<file path="src/rtl/ibex_wb_arbiter_pkg.sv">
// Shared types and constants for the writeback register-file write-port arbiter.
package ibex_wb_arbiter_pkg;

    typedef enum logic {
        WB_RF_INT = 1'b0,
        WB_RF_FP  = 1'b1
    } wb_rf_sel_e;

    typedef struct packed {
        logic       valid;
        wb_rf_sel_e sel;
        logic [4:0] waddr;
        logic [31:0] wdata;
    } wb_req_t;

    localparam int unsigned WB_ARB_CNT_W = 4;
    // Per-port candidates in fixed rank order: LSU, skid, first core requester, second core requester
    localparam int unsigned WB_ARB_NREQ  = 4;

    // Integer writes to x0 are architecturally discarded
    function automatic logic is_x0(input wb_rf_sel_e sel, input logic [4:0] waddr);
        return (sel == WB_RF_INT) && (waddr == 5'd0);
    endfunction

endpackage

</file>
<file path="src/rtl/ibex_wb_arbiter_if.sv">
// Bundle of producer requests, RF write ports and hazard/perf outputs of the writeback arbiter.
interface ibex_wb_arbiter_if;

    logic        lsu_we_i;
    logic        lsu_to_fp_i;
    logic [4:0]  lsu_waddr_i;
    logic [31:0] lsu_wdata_i;

    logic        ex_valid_i;
    logic        ex_to_fp_i;
    logic [4:0]  ex_waddr_i;
    logic [31:0] ex_wdata_i;
    logic        ex_ready_o;

    logic        fpu_valid_i;
    logic        fpu_to_fp_i;
    logic [4:0]  fpu_waddr_i;
    logic [31:0] fpu_wdata_i;
    logic        fpu_ready_o;

    logic        rf_we_int_o;
    logic [4:0]  rf_waddr_int_o;
    logic [31:0] rf_wdata_int_o;
    logic        rf_we_fp_o;
    logic [4:0]  rf_waddr_fp_o;
    logic [31:0] rf_wdata_fp_o;

    logic        pend_valid_o;
    logic        pend_to_fp_o;
    logic [4:0]  pend_waddr_o;
    logic        arb_stall_o;

    // Arbiter side
    modport slave (
        input  lsu_we_i, lsu_to_fp_i, lsu_waddr_i, lsu_wdata_i,
        input  ex_valid_i, ex_to_fp_i, ex_waddr_i, ex_wdata_i,
        input  fpu_valid_i, fpu_to_fp_i, fpu_waddr_i, fpu_wdata_i,
        output ex_ready_o, fpu_ready_o,
        output rf_we_int_o, rf_waddr_int_o, rf_wdata_int_o,
        output rf_we_fp_o, rf_waddr_fp_o, rf_wdata_fp_o,
        output pend_valid_o, pend_to_fp_o, pend_waddr_o, arb_stall_o
    );

    // Producer / register-file side
    modport master (
        output lsu_we_i, lsu_to_fp_i, lsu_waddr_i, lsu_wdata_i,
        output ex_valid_i, ex_to_fp_i, ex_waddr_i, ex_wdata_i,
        output fpu_valid_i, fpu_to_fp_i, fpu_waddr_i, fpu_wdata_i,
        input  ex_ready_o, fpu_ready_o,
        input  rf_we_int_o, rf_waddr_int_o, rf_wdata_int_o,
        input  rf_we_fp_o, rf_waddr_fp_o, rf_wdata_fp_o,
        input  pend_valid_o, pend_to_fp_o, pend_waddr_o, arb_stall_o
    );

endinterface

</file>
<file path="src/rtl/ibex_wb_arbiter_port_arb.sv">
// Combinational fixed-priority select for one RF write port; index 0 ranks highest.
module ibex_wb_port_arb
    import ibex_wb_arbiter_pkg::*;
#(
    parameter wb_rf_sel_e PortSel = WB_RF_INT
) (
    input  wb_req_t [WB_ARB_NREQ-1:0] req_i,
    output logic    [WB_ARB_NREQ-1:0] gnt_o,
    output logic                      we_o,
    output logic    [4:0]             waddr_o,
    output logic    [31:0]            wdata_o
);

    // Walk from lowest to highest rank so the highest-ranked request targeting this port wins
    always_comb begin
        // NOTE: every output gets a default before the loop; otherwise the no-request path infers latches.
        gnt_o   = '0;
        we_o    = 1'b0;
        waddr_o = '0;
        wdata_o = '0;
        for (int i = WB_ARB_NREQ - 1; i >= 0; i--) begin
            if (req_i[i].valid && (req_i[i].sel == PortSel)) begin
                gnt_o    = '0;
                gnt_o[i] = 1'b1;
                we_o     = 1'b1;
                waddr_o  = req_i[i].waddr;
                wdata_o  = req_i[i].wdata;
            end
        end
    end

endmodule

</file>
<file path="src/rtl/ibex_wb_arbiter.sv">
// Writeback RF write-port arbiter: LSU, ID/EX and FPU share the integer and FP write ports.
// Optional one-entry FPU skid buffer compiled in with `define IBEX_WB_ARB_SKID_EN.
module ibex_wb_arbiter
    import ibex_wb_arbiter_pkg::*;
#(
    parameter int unsigned StarveLimit = 3,
    parameter bit          ResetAll    = 1'b0
) (
    input  logic             clk_i,
    input  logic             rst_i,
    ibex_wb_arbiter_if.slave bus
);

    localparam logic [WB_ARB_CNT_W-1:0] StarveMax = WB_ARB_CNT_W'(StarveLimit);

    wb_req_t                   lsu_req, ex_req, fpu_req, skid_req;
    wb_req_t [WB_ARB_NREQ-1:0] req_vec;
    logic    [WB_ARB_NREQ-1:0] gnt_int, gnt_fp;
    logic                      ex_x0, fpu_x0, promote;
    logic                      ex_win, fpu_win, fpu_ready, ex_ready;
    logic                      we_int, we_fp;
    logic    [4:0]             waddr_int, waddr_fp;
    logic    [31:0]            wdata_int, wdata_fp;
    logic    [WB_ARB_CNT_W-1:0] starve_cnt_q, starve_cnt_d;
    logic                      skid_full;

`ifdef IBEX_WB_ARB_SKID_EN
    logic        skid_valid_q, skid_valid_d, skid_win, fpu_capture;
    wb_rf_sel_e  skid_sel_q;
    logic [4:0]  skid_waddr_q;
    logic [31:0] skid_wdata_q;
    logic        unused_gnt;

    assign skid_full  = skid_valid_q;
    assign unused_gnt = ^{gnt_int[0], gnt_fp[0]};
`else
    logic unused_gnt, unused_cfg;

    assign skid_full  = 1'b0;
    assign unused_gnt = ^{gnt_int[1:0], gnt_fp[1:0]};
    assign unused_cfg = ResetAll;
`endif

    // Qualify requests: nothing reaches a port during reset, and integer x0 writes never occupy one
    always_comb begin
        ex_x0   = is_x0(wb_rf_sel_e'(bus.ex_to_fp_i), bus.ex_waddr_i);
        fpu_x0  = is_x0(wb_rf_sel_e'(bus.fpu_to_fp_i), bus.fpu_waddr_i);
        lsu_req = '{valid: ~rst_i & bus.lsu_we_i & ~is_x0(wb_rf_sel_e'(bus.lsu_to_fp_i), bus.lsu_waddr_i),
                    sel: wb_rf_sel_e'(bus.lsu_to_fp_i), waddr: bus.lsu_waddr_i, wdata: bus.lsu_wdata_i};
        ex_req  = '{valid: ~rst_i & bus.ex_valid_i & ~ex_x0,
                    sel: wb_rf_sel_e'(bus.ex_to_fp_i), waddr: bus.ex_waddr_i, wdata: bus.ex_wdata_i};
        // A held FPU result blocks new FPU results, even in the cycle it drains
        fpu_req = '{valid: ~rst_i & bus.fpu_valid_i & ~fpu_x0 & ~skid_full,
                    sel: wb_rf_sel_e'(bus.fpu_to_fp_i), waddr: bus.fpu_waddr_i, wdata: bus.fpu_wdata_i};
`ifdef IBEX_WB_ARB_SKID_EN
        skid_req = '{valid: ~rst_i & skid_valid_q, sel: skid_sel_q, waddr: skid_waddr_q, wdata: skid_wdata_q};
`else
        skid_req = '{valid: 1'b0, sel: WB_RF_INT, waddr: '0, wdata: '0};
`endif
        promote = (starve_cnt_q == StarveMax);
        req_vec = promote ? {ex_req, fpu_req, skid_req, lsu_req}
                          : {fpu_req, ex_req, skid_req, lsu_req};
    end

    ibex_wb_port_arb #(.PortSel(WB_RF_INT)) u_port_int (
        .req_i   (req_vec),
        .gnt_o   (gnt_int),
        .we_o    (we_int),
        .waddr_o (waddr_int),
        .wdata_o (wdata_int)
    );

    ibex_wb_port_arb #(.PortSel(WB_RF_FP)) u_port_fp (
        .req_i   (req_vec),
        .gnt_o   (gnt_fp),
        .we_o    (we_fp),
        .waddr_o (waddr_fp),
        .wdata_o (wdata_fp)
    );

    assign ex_win   = promote ? (gnt_int[3] | gnt_fp[3]) : (gnt_int[2] | gnt_fp[2]);
    assign fpu_win  = promote ? (gnt_int[2] | gnt_fp[2]) : (gnt_int[3] | gnt_fp[3]);
    assign ex_ready = ~rst_i & bus.ex_valid_i & (ex_x0 | ex_win);

`ifdef IBEX_WB_ARB_SKID_EN
    assign fpu_ready    = ~rst_i & ~skid_valid_q;
    assign skid_win     = gnt_int[1] | gnt_fp[1];
    assign fpu_capture  = fpu_req.valid & ~fpu_win;
    assign skid_valid_d = skid_valid_q ? ~skid_win : fpu_capture;

    // Skid occupancy: set by a losing FPU result, cleared once its port is free of LSU traffic
    always_ff @(posedge clk_i) begin
        if (rst_i) skid_valid_q <= 1'b0;
        else       skid_valid_q <= skid_valid_d;
    end

    // Skid payload: qualified by skid_valid_q, so clearing it on reset is optional
    always_ff @(posedge clk_i) begin
        if (ResetAll && rst_i) begin
            skid_sel_q   <= WB_RF_INT;
            skid_waddr_q <= '0;
            skid_wdata_q <= '0;
        end else if (fpu_capture) begin
            skid_sel_q   <= fpu_req.sel;
            skid_waddr_q <= fpu_req.waddr;
            skid_wdata_q <= fpu_req.wdata;
        end
    end

    assign bus.pend_valid_o = ~rst_i & skid_valid_q;
    assign bus.pend_to_fp_o = (skid_sel_q == WB_RF_FP);
    assign bus.pend_waddr_o = skid_waddr_q;
`else
    assign fpu_ready        = ~rst_i & bus.fpu_valid_i & (fpu_x0 | fpu_win);
    assign bus.pend_valid_o = 1'b0;
    assign bus.pend_to_fp_o = 1'b0;
    assign bus.pend_waddr_o = '0;
`endif

    // Starvation counter next state: consecutive FPU stall cycles, saturating at the limit
    always_comb begin
        starve_cnt_d = '0;
        if (bus.fpu_valid_i && !fpu_ready) begin
            starve_cnt_d = promote ? starve_cnt_q : starve_cnt_q + 1'b1;
        end
    end

    // Starvation counter register
    always_ff @(posedge clk_i) begin
        // NOTE: sequential state uses non-blocking assignment so every flop samples pre-edge values.
        if (rst_i) starve_cnt_q <= '0;
        else       starve_cnt_q <= starve_cnt_d;
    end

    assign bus.ex_ready_o     = ex_ready;
    assign bus.fpu_ready_o    = fpu_ready;
    assign bus.arb_stall_o    = ~rst_i & ((bus.ex_valid_i & ~ex_ready) | (bus.fpu_valid_i & ~fpu_ready));
    assign bus.rf_we_int_o    = we_int;
    assign bus.rf_waddr_int_o = waddr_int;
    assign bus.rf_wdata_int_o = wdata_int;
    assign bus.rf_we_fp_o     = we_fp;
    assign bus.rf_waddr_fp_o  = waddr_fp;
    assign bus.rf_wdata_fp_o  = wdata_fp;

endmodule

</file>
<file path="src/flat_wrapper.sv">
// flat-port wrapper written by rule: the top's interface ports become plain ports
module ibex_wb_arbiter_flat import ibex_wb_arbiter_pkg::*;
#(
    parameter int unsigned StarveLimit = 3,
    parameter bit          ResetAll    = 1'b0
)
  (clk_i, rst_i, bus_lsu_we_i, bus_lsu_to_fp_i, bus_lsu_waddr_i, bus_lsu_wdata_i, bus_ex_valid_i, bus_ex_to_fp_i, bus_ex_waddr_i, bus_ex_wdata_i, bus_fpu_valid_i, bus_fpu_to_fp_i, bus_fpu_waddr_i, bus_fpu_wdata_i, bus_ex_ready_o, bus_fpu_ready_o, bus_rf_we_int_o, bus_rf_waddr_int_o, bus_rf_wdata_int_o, bus_rf_we_fp_o, bus_rf_waddr_fp_o, bus_rf_wdata_fp_o, bus_pend_valid_o, bus_pend_to_fp_o, bus_pend_waddr_o, bus_arb_stall_o);
  ibex_wb_arbiter_if bus_i ();
  input  logic clk_i;
  input  logic rst_i;
  input wire logic [$bits(bus_i.lsu_we_i)-1:0] bus_lsu_we_i;
  input wire logic [$bits(bus_i.lsu_to_fp_i)-1:0] bus_lsu_to_fp_i;
  input wire logic [$bits(bus_i.lsu_waddr_i)-1:0] bus_lsu_waddr_i;
  input wire logic [$bits(bus_i.lsu_wdata_i)-1:0] bus_lsu_wdata_i;
  input wire logic [$bits(bus_i.ex_valid_i)-1:0] bus_ex_valid_i;
  input wire logic [$bits(bus_i.ex_to_fp_i)-1:0] bus_ex_to_fp_i;
  input wire logic [$bits(bus_i.ex_waddr_i)-1:0] bus_ex_waddr_i;
  input wire logic [$bits(bus_i.ex_wdata_i)-1:0] bus_ex_wdata_i;
  input wire logic [$bits(bus_i.fpu_valid_i)-1:0] bus_fpu_valid_i;
  input wire logic [$bits(bus_i.fpu_to_fp_i)-1:0] bus_fpu_to_fp_i;
  input wire logic [$bits(bus_i.fpu_waddr_i)-1:0] bus_fpu_waddr_i;
  input wire logic [$bits(bus_i.fpu_wdata_i)-1:0] bus_fpu_wdata_i;
  output wire logic [$bits(bus_i.ex_ready_o)-1:0] bus_ex_ready_o;
  output wire logic [$bits(bus_i.fpu_ready_o)-1:0] bus_fpu_ready_o;
  output wire logic [$bits(bus_i.rf_we_int_o)-1:0] bus_rf_we_int_o;
  output wire logic [$bits(bus_i.rf_waddr_int_o)-1:0] bus_rf_waddr_int_o;
  output wire logic [$bits(bus_i.rf_wdata_int_o)-1:0] bus_rf_wdata_int_o;
  output wire logic [$bits(bus_i.rf_we_fp_o)-1:0] bus_rf_we_fp_o;
  output wire logic [$bits(bus_i.rf_waddr_fp_o)-1:0] bus_rf_waddr_fp_o;
  output wire logic [$bits(bus_i.rf_wdata_fp_o)-1:0] bus_rf_wdata_fp_o;
  output wire logic [$bits(bus_i.pend_valid_o)-1:0] bus_pend_valid_o;
  output wire logic [$bits(bus_i.pend_to_fp_o)-1:0] bus_pend_to_fp_o;
  output wire logic [$bits(bus_i.pend_waddr_o)-1:0] bus_pend_waddr_o;
  output wire logic [$bits(bus_i.arb_stall_o)-1:0] bus_arb_stall_o;
  assign bus_i.lsu_we_i = bus_lsu_we_i;
  assign bus_i.lsu_to_fp_i = bus_lsu_to_fp_i;
  assign bus_i.lsu_waddr_i = bus_lsu_waddr_i;
  assign bus_i.lsu_wdata_i = bus_lsu_wdata_i;
  assign bus_i.ex_valid_i = bus_ex_valid_i;
  assign bus_i.ex_to_fp_i = bus_ex_to_fp_i;
  assign bus_i.ex_waddr_i = bus_ex_waddr_i;
  assign bus_i.ex_wdata_i = bus_ex_wdata_i;
  assign bus_i.fpu_valid_i = bus_fpu_valid_i;
  assign bus_i.fpu_to_fp_i = bus_fpu_to_fp_i;
  assign bus_i.fpu_waddr_i = bus_fpu_waddr_i;
  assign bus_i.fpu_wdata_i = bus_fpu_wdata_i;
  assign bus_ex_ready_o = bus_i.ex_ready_o;
  assign bus_fpu_ready_o = bus_i.fpu_ready_o;
  assign bus_rf_we_int_o = bus_i.rf_we_int_o;
  assign bus_rf_waddr_int_o = bus_i.rf_waddr_int_o;
  assign bus_rf_wdata_int_o = bus_i.rf_wdata_int_o;
  assign bus_rf_we_fp_o = bus_i.rf_we_fp_o;
  assign bus_rf_waddr_fp_o = bus_i.rf_waddr_fp_o;
  assign bus_rf_wdata_fp_o = bus_i.rf_wdata_fp_o;
  assign bus_pend_valid_o = bus_i.pend_valid_o;
  assign bus_pend_to_fp_o = bus_i.pend_to_fp_o;
  assign bus_pend_waddr_o = bus_i.pend_waddr_o;
  assign bus_arb_stall_o = bus_i.arb_stall_o;
  ibex_wb_arbiter #(.StarveLimit(StarveLimit), .ResetAll(ResetAll)) u_core (.clk_i(clk_i), .rst_i(rst_i), .bus(bus_i));
endmodule
</file>
<file path="config.mk">
export PLATFORM = sky130hd
export DESIGN_NAME = ibex_wb_arbiter_flat
export DESIGN_NICKNAME = d
export VERILOG_FILES = /design/src/rtl/ibex_wb_arbiter_pkg.sv /design/src/rtl/ibex_wb_arbiter_if.sv /design/src/rtl/ibex_wb_arbiter_port_arb.sv /design/src/rtl/ibex_wb_arbiter.sv /design/src/flat_wrapper.sv
export SDC_FILE = /design/constraint.sdc
export NUM_CORES = 1
export LEC_CHECK = 0
export ABC_CLOCK_PERIOD_IN_PS = 2700
export BUFFER_PORTS_ARGS = -buffer_cell sky130_fd_sc_hd__buf_2
export CAP_MARGIN = 5
export CORE_UTILIZATION = 43
export DETAILED_ROUTE_END_ITERATION = 7
export PLACE_DENSITY = 0.89
export SYNTH_ARGS = -nofsm -noshare
export SYNTH_HDL_FRONTEND = slang
export SYNTH_SLANG_ARGS = --single-unit
</file>
<file path="constraint.sdc">
create_clock -name clk_i -period 2.7 [get_ports clk_i]
set_input_delay 0.27 -clock clk_i [delete_from_list [all_inputs] [get_ports clk_i]]
set_output_delay 0.27 -clock clk_i [all_outputs]
set_load 0.01 [all_outputs]
</file>
[After elaboration in Yosys (flattened, before gate mapping)]
Index checks and enable logic that the tools add are counted.
Word-level totals
  word-level logic and storage cells: 85
  flip-flop bits (word level): 4
Cells by class
  equal/unequal tests: 1
  muxes and demuxes: 35
  reduce and logical (&&, ||, !) cells: 17
  add/subtract/negate cells: 1
  bitwise operators: 30
Operator list (count)
  $mux W32: 8
  $mux W156: 1
  $mux W5: 8
  $mux W4: 8
  $logic_not A5 Y1: 3
  $not A1 Y1: 14
  $logic_and A1 B1 Y1: 12
  $and A1 B1 Y1: 11
  $mux W1: 10
  $or A1 B1 Y1: 5
  $add A4 B1 Y4 const B: 1
  $eq A4 B2 Y1 const B: 1
  $reduce_or A2 Y1: 1
  $logic_not A1 Y1: 1

[Logic depth before layout (Yosys ltp)]
Gate-level depths: netlist of the first run.
  depth in word-level cells: 19
  depth in mapped cells: 10
  mapped depth without buffers: 7

[Cells and area by module]
A second synthesis of the first run with hierarchy kept.
Unflattened totals
  cell total of the unflattened synthesis: 544
  area, all modules: 4129.0 µm²
By module, submodules not included
  ibex_wb_port_arb (u_core.u_port_int): area an instance 1428.9 µm², times used 1, cells each 225
  ibex_wb_arbiter: area an instance 1371.3 µm², times used 1, cells each 133
  ibex_wb_port_arb (u_core.u_port_fp): area an instance 1328.8 µm², times used 1, cells each 186

[Worst setup path after synthesis of the first run]
Ideal clock, no wire load.
  kind: register to output
  start: reg u_core.starve_cnt_q[0]
  end: out bus_rf_wdata_fp_o[10]
  cell stages (with the launch flop): 11
  path buffers: 3
  path slack: 0.237 ns
  required time: 2.430 ns
  arrival: 2.193 ns
  cells stage by stage: dfxtp_1 ha_1 nor3b_1 buf_2 mux2i_1 o21bai_2 nand2b_1 buf_6 buf_6 o22a_1 a21oi_1
Between the ends
  word-level cells in the longest chain between the ends: 7
  elaborated cells on any way between the ends: 8
  classes of those cells: eq/ne (1); mux (5); reduce/logical (2)
RTL lines
  from (decl): line ibex_wb_arbiter.sv:24  | logic [WB_ARB_CNT_W-1:0] starve_cnt_q, starve_cnt_d;
  from (signal assigned): line ibex_wb_arbiter.sv:132  | else starve_cnt_q <= starve_cnt_d;
  $eq A4 B2 Y1 (*): line ibex_wb_arbiter.sv:60  | promote = (starve_cnt_q == StarveMax);
  $mux W156 (*): line ibex_wb_arbiter.sv:61  | req_vec = promote ? {ex_req, fpu_req, skid_req, lsu_req}
  $logic_and A1 B1 Y1: line ibex_wb_arbiter_port_arb.sv:22  | if (req_i[i].valid && (req_i[i].sel == PortSel)) begin
  $mux W32: line ibex_wb_arbiter_port_arb.sv:22
  $mux W32 (*) (3 in series): line ibex_wb_arbiter_port_arb.sv:22
  to (decl): line flat_wrapper.sv:30  | output wire logic [$bits(bus_i.rf_wdata_fp_o)-1:0] bus_rf_wdata_fp_o;
Every way passes the cells marked *; elsewhere a longest branch is shown, timed or not.

[Worst setup path in the final report of the first run]
  start: reg u_core.starve_cnt_q[1]
  end: out bus_arb_stall_o
Between the ends
  word-level cells in the longest chain between the ends: 16
  elaborated cells on any way between the ends: 30
  classes of those cells: eq/ne (1); mux (11); bitwise (14); reduce/logical (4)
RTL lines
  $eq A4 B2 Y1 (*): line ibex_wb_arbiter.sv:60
  $mux W156: line ibex_wb_arbiter.sv:61
  $not A1 Y1: line ibex_wb_arbiter_port_arb.sv:22
  $logic_and A1 B1 Y1: line ibex_wb_arbiter_port_arb.sv:22
  $mux W4 (4 in series): line ibex_wb_arbiter_port_arb.sv:22
  $or A1 B1 Y1: line ibex_wb_arbiter.sv:81, ibex_wb_arbiter.sv:82
  $mux W1, on equally long branches: line ibex_wb_arbiter.sv:81, ibex_wb_arbiter.sv:82
  $or A1 B1 Y1, on equally long branches: line ibex_wb_arbiter.sv:83, ibex_wb_arbiter.sv:114
  $and A1 B1 Y1, on equally long branches: line ibex_wb_arbiter.sv:83, ibex_wb_arbiter.sv:114
  $not A1 Y1: line ibex_wb_arbiter.sv:137  | assign bus.arb_stall_o = ~rst_i & ((bus.ex_valid_i & ~ex_ready) | (bus.fpu_valid_i & ~fpu_ready));
  $and A1 B1 Y1: line ibex_wb_arbiter.sv:137
  $or A1 B1 Y1 (*): line ibex_wb_arbiter.sv:137
  $and A1 B1 Y1 (*): line ibex_wb_arbiter.sv:137
  to (decl): line flat_wrapper.sv:34  | output wire logic [$bits(bus_i.arb_stall_o)-1:0] bus_arb_stall_o;
Marked as above.

==> out/results.tsv, run 1 <==
stage	metric	value	unit
power	pwr/cell area	189.8	nW/µm²
global_routing	total grt overflow	0	
setup_path	critical path launch point type	flop	
clock_tree	clk sink count	4	
power	leakage	2.288	nW
synthesis	synth cell count leaders	78 x mux2i_1, 77 x nor2_1, 74 x a21oi_1	
power	Max rail drop VDD	0.2825	mV
synthesis	compound-gate portion of the synthesized area	42.42	%
place	Port Buffer Count	197	
final_layout	post-route cell area	4573	µm²
global_routing	vias in the first global route	3916	
die	core area	6386	µm²
sta	Slew Viols, Final	0	
route	vias per std cell	6.193	
synthesis	cells after synthesis	407	
sta	Period minus WS final	2.886	ns
die	I/O pins	205	
setup_path	Crit. End Element	output port	
die	die height	83.74	µm
setup_path	CP Data Required Time	2.43	ns
synthesis	simple-gate share of the synthesized area	16.33	%
final_layout	fillers	497	
clock_tree	Num CTS Buffers	3	
route	TritonRoute pass-1 iters	5	
final_layout	share of cells above drive strength 1	50.16	%
min_path	Hold Crit Depth	2	
clock_tree	root buf cell	clkbuf_8	
clock_tree	CTS tree	done	
synthesis	EDFF count, synth	0	
setup_path	Reg2Reg Depth	10	
sta	skew final	0.004347	ns
sta	Tcrit/Tclk final	106.9	%
final_layout	number of flip-flops in the largest register	4	
synthesis	cell accounting for the most synthesized area	mux2i_1	
synthesis	Yosys cell types	42	
synthesis	main area contributors after synthesis	mux2i_1 27%, o22a_1 22%, a21oi_1 13%	
global_routing	GRT Util Overall	30.27	%
sta	final setup vio count	77	
sta	Final WS setup	-0.1858	ns
place	dpl cell area	3933	µm²
sta	Slew @ Worst Pin	0.6566	ns
run_status	status	finished with violations	
synthesis	Synth Area in Adders	0.4355	%
setup_path	CP arrival	2.62	ns
route	initial drt markers	281	
place	Routability Congestion	0.8746	
min_path	Hold WC Path Type	flop to flop	
die	Rows	29	
synthesis	Async SR Flop Fraction	0	%
route	WL/cell	18.42	µm
place	hpwl dp	7972	µm
global_routing	largest net degree at the start of global routing	59	
synthesis	warnings from Yosys	0	
final_layout	area grow syn2layout	59.19	%
die	initial core utilization	44.98	%
route	WL final	12620	µm
synthesis	cell with the most instances after synthesis	mux2i_1	
synthesis	Synth Cell Area	2873	µm²
route	Post-route DRC	0	
synthesis	combinational family with the most area after synthesis	compound AO/OA/AOI/OAI gates	
clock_tree	clock latency on the worst-skew pair	0.23	ns
clock_tree	Clock Tree Buf Depth	2	
synthesis	sequential element share of the synthesized area	2.787	%
clock_tree	depth of the CTS H-tree	1	
place	placed cells	662	
run_status	failing checks	negative setup slack	
global_routing	initial antenna violation count	0	
clock_tree	Worst-path clk slew	0.03	ns
final_layout	Nets	730	
final_layout	largest register by flop count	u_core.starve_cnt_q	
setup_path	CP Class	flop to output port	
synthesis	post-synthesis mux area share	27.18	%
synthesis	FF+latch count, synth	4	
synthesis	Mapped Avg Cell Area	7.058	µm²
final_layout	Layout Cells excl Fill	685	
run	Max-cap violations	0	
synthesis	Main synth FF type	dfxtp_1	
sta	Worst slew margin	56.23	%
global_routing	first-pass GRT wire length	17910	µm
final_layout	ant diodes	0	
synthesis	area share of the largest cell type after synthesis	27.18	%
sta	Hold Fails Final Rpt	0	
sta	fmax	346.5	MHz
synthesis	xor/xnor share of the synthesized area	0.3049	%
route	Via Count	4242	
die	Die Area	7012	µm²
die	Die W	83.74	µm
final_layout	top flop regs	u_core.starve_cnt_q (4)	
setup_path	CP max FO	5	
sta	RSZ-0062 raised after global routing	true	
route	Final ANT Viol Nets	0	
where the power goes:
| part | total, mW | leakage (nW) | internal (mW) | switching (mW) |
|---|---|---|---|---|
| Sequential | 0.0624 | 0.0336 | 0.0606 | 0.00181 |
| Combinational | 0.673 | 2.23 | 0.315 | 0.358 |
| Clock | 0.133 | 0.0216 | 0.0956 | 0.0374 |
| Total | 0.868 | 2.29 | 0.471 | 0.397 |
placed cells by master, fill, tap and decap left out, types with 5 or more instances in the layout:
cell	Yosys	routed
a21oi_1	74	38
a21oi_2	0	36
buf_12	0	6
buf_2	5	197
buf_4	8	23
buf_6	11	5
clkbuf_16	0	5
conb_1	1	7
mux2i_1	78	77
nand2_1	6	6
nor2_1	77	77
o22a_1	72	72
critical path: stages (launching register included):
cell	delay [ns]
dfxtp_4	0.35
ha_4	0.14
or3b_4	0.44
buf_6	0.15
mux2i_4	0.18
o21bai_4	0.18
nand3b_1	0.28
a32oi_2	0.34
o311ai_2	0.15
buf_2	0.16
cells by family after synthesis:
| group | after synthesis |
|---|---|
| fa+ha+maj | 1 |
| flops | 4 |
| simple gates | 104 |
| buf+inv | 48 |
| mux | 78 |
| compound gates | 170 |
| xor+xnor | 1 |
| other cells | 1 |
metal layers:
metal  vias up  GRT usage, %  wire, µm
li1       1944             -         -
met1      1958         35.91      4884
met2       277         56.32      6308
met3        63         2.374       951
met4         0         10.94       476
met5         -             0         0
final cells by class:
| type | instances | area (µm²) | share of cell area (%) |
|---|---|---|---|
| repair buffers | 240 | 1558 | 34.06 |
| multi-input cells | 361 | 2793 | 61.07 |
| clock buffers | 3 | 41.29 | 0.9029 |
| flip-flops and latches | 4 | 85.08 | 1.860 |
| well taps | 77 | 96.34 | 2.107 |
through the flow:
stage	TNS (ns)	total power [mW]	hold slack [ns]	utilization, %	setup slack (ns)
floorplan	0	0.3895	0.4488	-	0.2367
global placement	0	0.6175	0.4585	61.58	0.1096
detailed placement	-0.0006419	0.6339	0.4646	61.58	-0.0006419
CTS	-0.7080	0.7995	0.4753	66.44	-0.04769
global route	-13.23	0.9119	0.4962	71.61	-0.2413
finish	-7.854	0.8681	0.4890	71.61	-0.1858
path summary, 6_finish.rpt:
kind	from	end	slack (ns)
setup reg to reg	u_core.starve_cnt_q[1]	u_core.starve_cnt_q[0]	0.22
hold reg to reg	u_core.starve_cnt_q[1]	u_core.starve_cnt_q[1]	0.49
hold / removal	u_core.starve_cnt_q[1]	u_core.starve_cnt_q[1]	0.49
setup / recovery	u_core.starve_cnt_q[1]	bus_arb_stall_o	-0.19
timing repair:
| action | in CTS | in global routing |
|---|---|---|
| resized for setup | 34 | 39 |
| setup endpoints to repair | 77 | 77 |
| pin swaps | 14 | 95 |
| hold buffers | 0 | 0 |
| gates cloned | 3 | 6 |
| setup buffers | 7 | 4 |
Note: power is estimated with default switching activity, not from simulation.
==> run 2, diff against run 1 <==
--- a/config.mk
+++ b/config.mk
@@ -6,11 +6,12 @@
 export NUM_CORES = 1
 export LEC_CHECK = 0
 export ABC_CLOCK_PERIOD_IN_PS = 2700
-export BUFFER_PORTS_ARGS = -buffer_cell sky130_fd_sc_hd__buf_2
 export CAP_MARGIN = 5
-export CORE_UTILIZATION = 43
+export CORE_UTILIZATION = 55
 export DETAILED_ROUTE_END_ITERATION = 7
-export PLACE_DENSITY = 0.89
+export DONT_BUFFER_PORTS = 1
+export PLACE_DENSITY = 0.75
 export SYNTH_ARGS = -nofsm -noshare
 export SYNTH_HDL_FRONTEND = slang
+export SYNTH_HIERARCHICAL = 1
 export SYNTH_SLANG_ARGS = --single-unit
==> out/results.tsv, run 2 <==
stage	metric	value	unit	change
synthesis	Synth Cell Area	4121	µm²	was 2873 µm²
route	WL final	14760	µm	was 12620 µm
global_routing	total grt overflow	0		unchanged
sta	Worst slew margin	-5.587	%	was 56.23%
sta	Hold Fails Final Rpt	0		unchanged
place	hpwl dp	9483	µm	was 7972 µm
route	TritonRoute pass-1 iters	5		unchanged
global_routing	GRT Util Overall	33.39	%	was 30.27%
die	die height	88.57	µm	was 83.74 µm
final_layout	top flop regs	u_core/starve_cnt_q (4)		was u_core.starve_cnt_q (4)
setup_path	number of buffers and inverters on the critical path	1		was 2
sta	Period minus WS final	2.681	ns	was 2.886 ns
clock_tree	depth of the CTS H-tree	1		unchanged
die	I/O pins	205		unchanged
route	Post-route DRC	0		unchanged
synthesis	Mapped Avg Cell Area	7.604	µm²	was 7.058 µm²
global_routing	first-pass GRT wire length	20880	µm	was 17910 µm
setup_path	Crit-path slowest cell	dfxtp_2		was or3b_4
route	DR WL met3	1458	µm	was 951 µm
sta	Final WS setup	0.01860	ns	was -0.1858 ns
setup_path	CP arrival	2.41	ns	was 2.62 ns
power	leakage	1.753	nW	was 2.288 nW
route	Final ANT Viol Nets	0		unchanged
place	Routability Congestion	0.8505		was 0.8746
final_layout	number of flip-flops in the largest register	4		unchanged
sta	RSZ-0062 raised after global routing	true		unchanged
clock_tree	CTS tree	done		unchanged
sta	final setup vio count	0		was 77
die	Die Area	7844	µm²	was 7012 µm²
place	Port Buffer Count	0		was 197
final_layout	area grow syn2layout	19.73	%	was 59.19%
power	Max rail drop VDD	0.1947	mV	was 0.2825 mV
route	Via Count	4730		was 4242
die	Rows	31		was 29
route	DR WL met2	7352	µm	was 6308 µm
run_status	status	finished with violations		unchanged
final_layout	Nets	734		was 730
setup_path	crit-path max cell delay	0.35	ns	was 0.44 ns
setup_path	CP Class	flop to output port		unchanged
clock_tree	root buf cell	clkbuf_8		unchanged
synthesis	cells after synthesis	542		was 407
sta	Tcrit/Tclk final	99.31	%	was 106.9%
final_layout	ant diodes	0		unchanged
setup_path	CP max FO	6		was 5
min_path	Hold WC Path Type	input port to flop		was flop to flop
final_layout	fin util	68.04	%	was 71.61%
power	pwr/cell area	198.3	nW/µm²	was 189.8 nW/µm²
clock_tree	clk sink count	4		unchanged
place	pre-CTS setup slack	0.1342	ns	was -0.0006419 ns
die	core area	7253	µm²	was 6386 µm²
global_routing	largest net degree at the start of global routing	42		was 59
setup_path	CP Data Required Time	2.43	ns	about the same
sta	Slew Viols, Final	38		was 0
global_routing	vias in the first global route	4379		was 3916
route	Met1 Wirelength	5638	µm	was 4884 µm
clock_tree	Num CTS Buffers	3		unchanged
route	vias per std cell	6.653		was 6.193
run_status	failing checks	max-slew violations		was negative setup slack
sta	Slew @ Worst Pin	1.579	ns	was 0.6566 ns
die	initial core utilization	56.82	%	was 44.98%
route	WL/cell	20.75	µm	was 18.42 µm
die	Die W	88.57	µm	was 83.74 µm
clock_tree	Worst-path clk slew	0.03	ns	about the same
setup_path	crit path cell chain	ha_4 > nor3b_4 > buf_6 > mux2_4 > and2_4 > nor3b_2 > nor2_1 > mux2_2 > a22o_1		was ha_4 > or3b_4 > buf_6 > mux2i_4 > o21bai_4 > nand3b_1 > a32oi_2 > o311ai_2 > buf_2
run	Max-cap violations	0		unchanged
final_layout	commonest non-fill, non-tap cell in the layout	conb_1		was buf_2
clock_tree	Clock Tree Buf Depth	2		unchanged
sta	skew final	0.004242	ns	was 0.004347 ns
final_layout	largest register by flop count	u_core/starve_cnt_q		was u_core.starve_cnt_q
sta	fmax	372.9	MHz	was 346.5 MHz
power	PnR Total Power	0.9785	mW	was 0.8681 mW
setup_path	Top delay family on crit path	simple AND/OR/NAND/NOR gates		unchanged
synthesis	warnings from Yosys	6		was 0
setup_path	critical path launch point type	flop		unchanged
route	max layer used	met4		unchanged
clock_tree	clock latency on the worst-skew pair	0.22	ns	was 0.23 ns
final_layout	highest-count cells in the layout ignoring fill and taps	87 x conb_1, 78 x mux2_2, 76 x nand3_1		was 197 x buf_2, 77 x mux2i_1, 77 x nor2_1
final_layout	share of cells above drive strength 1	36.27	%	was 50.16%
setup_path	Crit. End Element	output port		unchanged
route	initial drt markers	340		was 281
global_routing	initial antenna violation count	0		unchanged
run 2: area by class of cell:
class / instances / area [µm²]
Fill cell: 586 / 2318
Timing Repair Buffer: 53 / 533.0
Multi-Input combinational cell: 477 / 3870
Clock buffer: 3 / 41.29
Inverter: 75 / 281.5
Sequential cell: 4 / 85.08
Tap cell: 99 / 123.9
run 2: final timing paths:
path,cells past startpoint,slack (ns),to,start
hold / removal,3,0.50,u_core/starve_cnt_q[1],bus_fpu_valid_i
hold reg to reg,2,0.59,u_core/starve_cnt_q[0],u_core/starve_cnt_q[0]
setup reg to reg,10,0.41,u_core/starve_cnt_q[2],u_core/starve_cnt_q[1]
setup / recovery,9,0.02,bus_arb_stall_o,u_core/starve_cnt_q[1]
run 2: per-layer routing:
metal | GRT usage [%] | vias up
met5 | 0 | -
met4 | 14.08 | 0
met2 | 59.16 | 326
li1 | - | 2150
met1 | 39.54 | 2209
met3 | 5.784 | 45
run 2: stage by stage:
step | instance area, µm² | setup TNS, ns | hold slack, ns | cells
4_1_cts | 4578 | 0 | 0.4671 | 704
3_5_place_dp | 4483 | 0 | 0.5642 | 697
6_report | 4935 | 0 | 0.4986 | 711
2_1_floorplan | 4546 | -0.05737 | 0.5440 | 628
5_1_grt | 4935 | -0.3412 | 0.5285 | 711
3_3_place_gp | 4483 | 0 | 0.5587 | 697
run 2: power breakdown:
group | switching, mW | internal [mW] | total [mW]
sequential | 0.00207 | 0.0611 | 0.0631
combinational | 0.452 | 0.336 | 0.788
clock | 0.0320 | 0.0952 | 0.127
run 2: repair_timing:
action | 4_1_cts | 5_1_grt
cloned | 0 | 3
pin swaps | 1 | 6
resized for setup | 4 | 42
endpoints found under the setup margin | 51 | 70
buffers inserted | 4 | 4
hold buffers | 0 | 0
run 2: worst register-to-register path, delay by kind of cell, from the launching register on:
kind | cells | cell delay, ns
AND/OR/NAND/NOR | 5 | 0.75
multiplexers | 2 | 0.62
flip-flops | 1 | 0.35
buffers and inverters | 2 | 0.29
adder cells (fa/ha/maj) | 1 | 0.15
==> run 3, diff against run 2 <==
--- a/config.mk
+++ b/config.mk
@@ -7,11 +7,11 @@
 export LEC_CHECK = 0
 export ABC_CLOCK_PERIOD_IN_PS = 2700
 export CAP_MARGIN = 5
-export CORE_UTILIZATION = 55
+export CORE_AREA = 2 2 80 82
 export DETAILED_ROUTE_END_ITERATION = 7
+export DIE_AREA = 0 0 82 84
 export DONT_BUFFER_PORTS = 1
-export PLACE_DENSITY = 0.75
+export PLACE_DENSITY = 0.68
 export SYNTH_ARGS = -nofsm -noshare
 export SYNTH_HDL_FRONTEND = slang
-export SYNTH_HIERARCHICAL = 1
 export SYNTH_SLANG_ARGS = --single-unit
==> out/results.tsv, run 3 (synthesized netlist as in run 1, its figures left out) <==
stage	metric	value	unit	change
place	placed cells	479		was 697
place	Port Buffer Count	0		unchanged
route	Post-route DRC	0		unchanged
route	Final ANT Viol Nets	0		unchanged
setup_path	CP max FO	18		was 6
route	vias per std cell	6.464		was 6.653
place	Routability Congestion	0.7862		was 0.8505
sta	Slew @ Worst Pin	0.6405	ns	was 1.579 ns
power	Cell Int Power	0.3323	mW	was 0.4920 mW
clock_tree	clock latency on the worst-skew pair	0.22	ns	about the same
sta	Worst slew margin	57.21	%	was -5.587%
power	Switching Fraction	45.68	%	was 49.72%
run	Max-cap violations	0		unchanged
clock_tree	Post-CTS Hold Fix Bufs	0		unchanged
route	WL final	9337	µm	was 14760 µm
final_layout	ant diodes	0		unchanged
global_routing	GRT Util Overall	24.56	%	was 33.39%
clock_tree	Worst-path clk slew	0.03	ns	about the same
route	Via Count	3161		was 4730
sta	Tcrit/Tclk final	98.18	%	was 99.31%
setup_path	crit-path max cell delay	0.43	ns	was 0.35 ns
clock_tree	depth of the CTS H-tree	1		unchanged
place	hpwl dp	6886	µm	was 9483 µm
final_layout	Nets	534		was 734
final_layout	area grow syn2layout	13.46	%	was 19.73%
clock_tree	clk sink count	4		unchanged
setup_path	Crit-path slowest cell	or3b_4		was dfxtp_2
setup_path	Top delay family on crit path	compound AO/OA/AOI/OAI gates		was simple AND/OR/NAND/NOR gates
final_layout	commonest non-fill, non-tap cell in the layout	nor2_1		was conb_1
die	core area	6096	µm²	was 7253 µm²
sta	final setup vio count	0		unchanged
power	pwr/cell area	187.7	nW/µm²	was 198.3 nW/µm²
clock_tree	root buf cell	clkbuf_8		unchanged
power	leakage	1.336	nW	was 1.753 nW
die	die height	84	µm	was 88.57 µm
global_routing	initial antenna violation count	0		unchanged
setup_path	CP Data Required Time	2.43	ns	about the same
setup_path	crit path cell chain	ha_4 > or3b_4 > mux2i_2 > o21a_1 > nand2_2 > buf_12 > o22a_1 > a21oi_2 > buf_4		was ha_4 > nor3b_4 > buf_6 > mux2_4 > and2_4 > nor3b_2 > nor2_1 > mux2_2 > a22o_1
die	Die Area	6888	µm²	was 7844 µm²
route	WL/cell	19.09	µm	was 20.75 µm
setup_path	CP arrival	2.38	ns	was 2.41 ns
final_layout	largest register by flop count	u_core.starve_cnt_q		was u_core/starve_cnt_q
clock_tree	Num CTS Buffers	3		unchanged
final_layout	Layout Cells excl Fill	489		was 711
clock_tree	Clock Tree Buf Depth	2		unchanged
final_layout	number of flip-flops in the largest register	4		unchanged
die	Rows	29		was 31
sta	Fin Hold WS	0.3524	ns	was 0.4986 ns
route	TritonRoute pass-1 iters	4		was 5
power	Reg power frac	10.2	%	was 6.5%
die	initial core utilization	47.13	%	was 56.82%
power	share of power burned in the clock network	21.1	%	was 13.0%
sta	Hold Fails Final Rpt	0		unchanged
power	Comb pwr share	68.7	%	was 80.6%
setup_path	number of buffers and inverters on the critical path	2		was 1
global_routing	total grt overflow	0		unchanged
power	Sw Pwr	0.2794	mW	was 0.4866 mW
setup_path	CP Class	flop to output port		unchanged
final_layout	top flop regs	u_core.starve_cnt_q (4)		was u_core/starve_cnt_q (4)
global_routing	vias in the first global route	3019		was 4379
run_status	status	finished clean		was finished with violations
clock_tree	CTS tree	done		unchanged
final_layout	highest-count cells in the layout ignoring fill and taps	77 x nor2_1, 76 x mux2i_1, 72 x o22a_1		was 87 x conb_1, 78 x mux2_2, 76 x nand3_1
final_layout	fin util	53.47	%	was 68.04%
setup_path	critical path launch point type	flop		unchanged
final_layout	share of cells above drive strength 1	18.69	%	was 36.27%
sta	Slew Viols, Final	0		was 38
sta	Period minus WS final	2.651	ns	was 2.681 ns
global_routing	largest net degree at the start of global routing	49		was 42
place	dpl cell area	3052	µm²	was 4483 µm²
min_path	Hold WC Path Type	input port to flop		unchanged
setup_path	Crit. End Element	output port		unchanged
sta	fmax	377.2	MHz	was 372.9 MHz
route	initial drt markers	151		was 340
final_layout	post-route cell area	3259	µm²	was 4935 µm²
die	I/O pins	205		unchanged
die	Die W	82	µm	was 88.57 µm
power	PnR Total Power	0.6117	mW	was 0.9785 mW
power	Max rail drop VDD	0.2471	mV	was 0.1947 mV
global_routing	first-pass GRT wire length	14020	µm	was 20880 µm
sta	skew final	0.001488	ns	was 0.004242 ns
## run 3: repair_timing
action / in CTS / in global routing
setup buffers: 5 / 2
resized for setup: 14 / 12
gates cloned: 0 / 0
setup endpoints to repair: 77 / 77
pin swaps: 1 / 3
## run 3: final timing paths
check / startpoint / to / slack (ns) / cells past startpoint
max: u_core.starve_cnt_q[0] / bus_rf_wdata_int_o[16] / 0.05 / 9
max reg2reg: u_core.starve_cnt_q[0] / u_core.starve_cnt_q[0] / 0.46 / 9
min reg2reg: u_core.starve_cnt_q[1] / u_core.starve_cnt_q[1] / 0.50 / 2
min: rst_i / u_core.starve_cnt_q[1] / 0.35 / 3
## run 3: metal layers
layer	GRT usage, %	vias to the layer above	wire (µm)
li1	-	1547	-
met1	27.82	1457	3598
met2	45.60	141	4861
met3	5.195	16	749
met4	5.455	0	127
met5	0	-	0
## run 3: tightest hold or removal path, delay by kind of cell
| kind | cells | cell delay, ns |
|---|---|---|
| AO/OA/AOI/OAI | 1 | 0.06 |
| AND/OR/NAND/NOR | 2 | 0.20 |
## run 3: power groups by stage
stage | Combinational, mW | Sequential (mW) | Clock [mW]
6_report | 0.420 | 0.0623 | 0.129
4_1_cts | 0.412 | 0.0626 | 0.125
2_1_floorplan | 0.327 | 0.0629 | 0
5_1_grt | 0.456 | 0.0625 | 0.131
3_3_place_gp | 0.396 | 0.0631 | 0
3_5_place_dp | 0.401 | 0.0633 | 0
## run 3: per-stage QoR
step                setup WS, ns   TNS (ns)
floorplan                 0.2367          0
CTS                     0.004012          0
detailed placement      -0.04909   -0.04909
global route            -0.01098   -0.01369
global placement       -0.009375  -0.009375
finish                   0.04921          0
## run 3: layout make-up
cell class,instances,area (µm²)
flip-flops and latches,4,87.58
well taps,77,96.34
repair buffers,44,391.6
clock buffers,3,41.29
fillers,600,2836
multi-input cells,361,2643
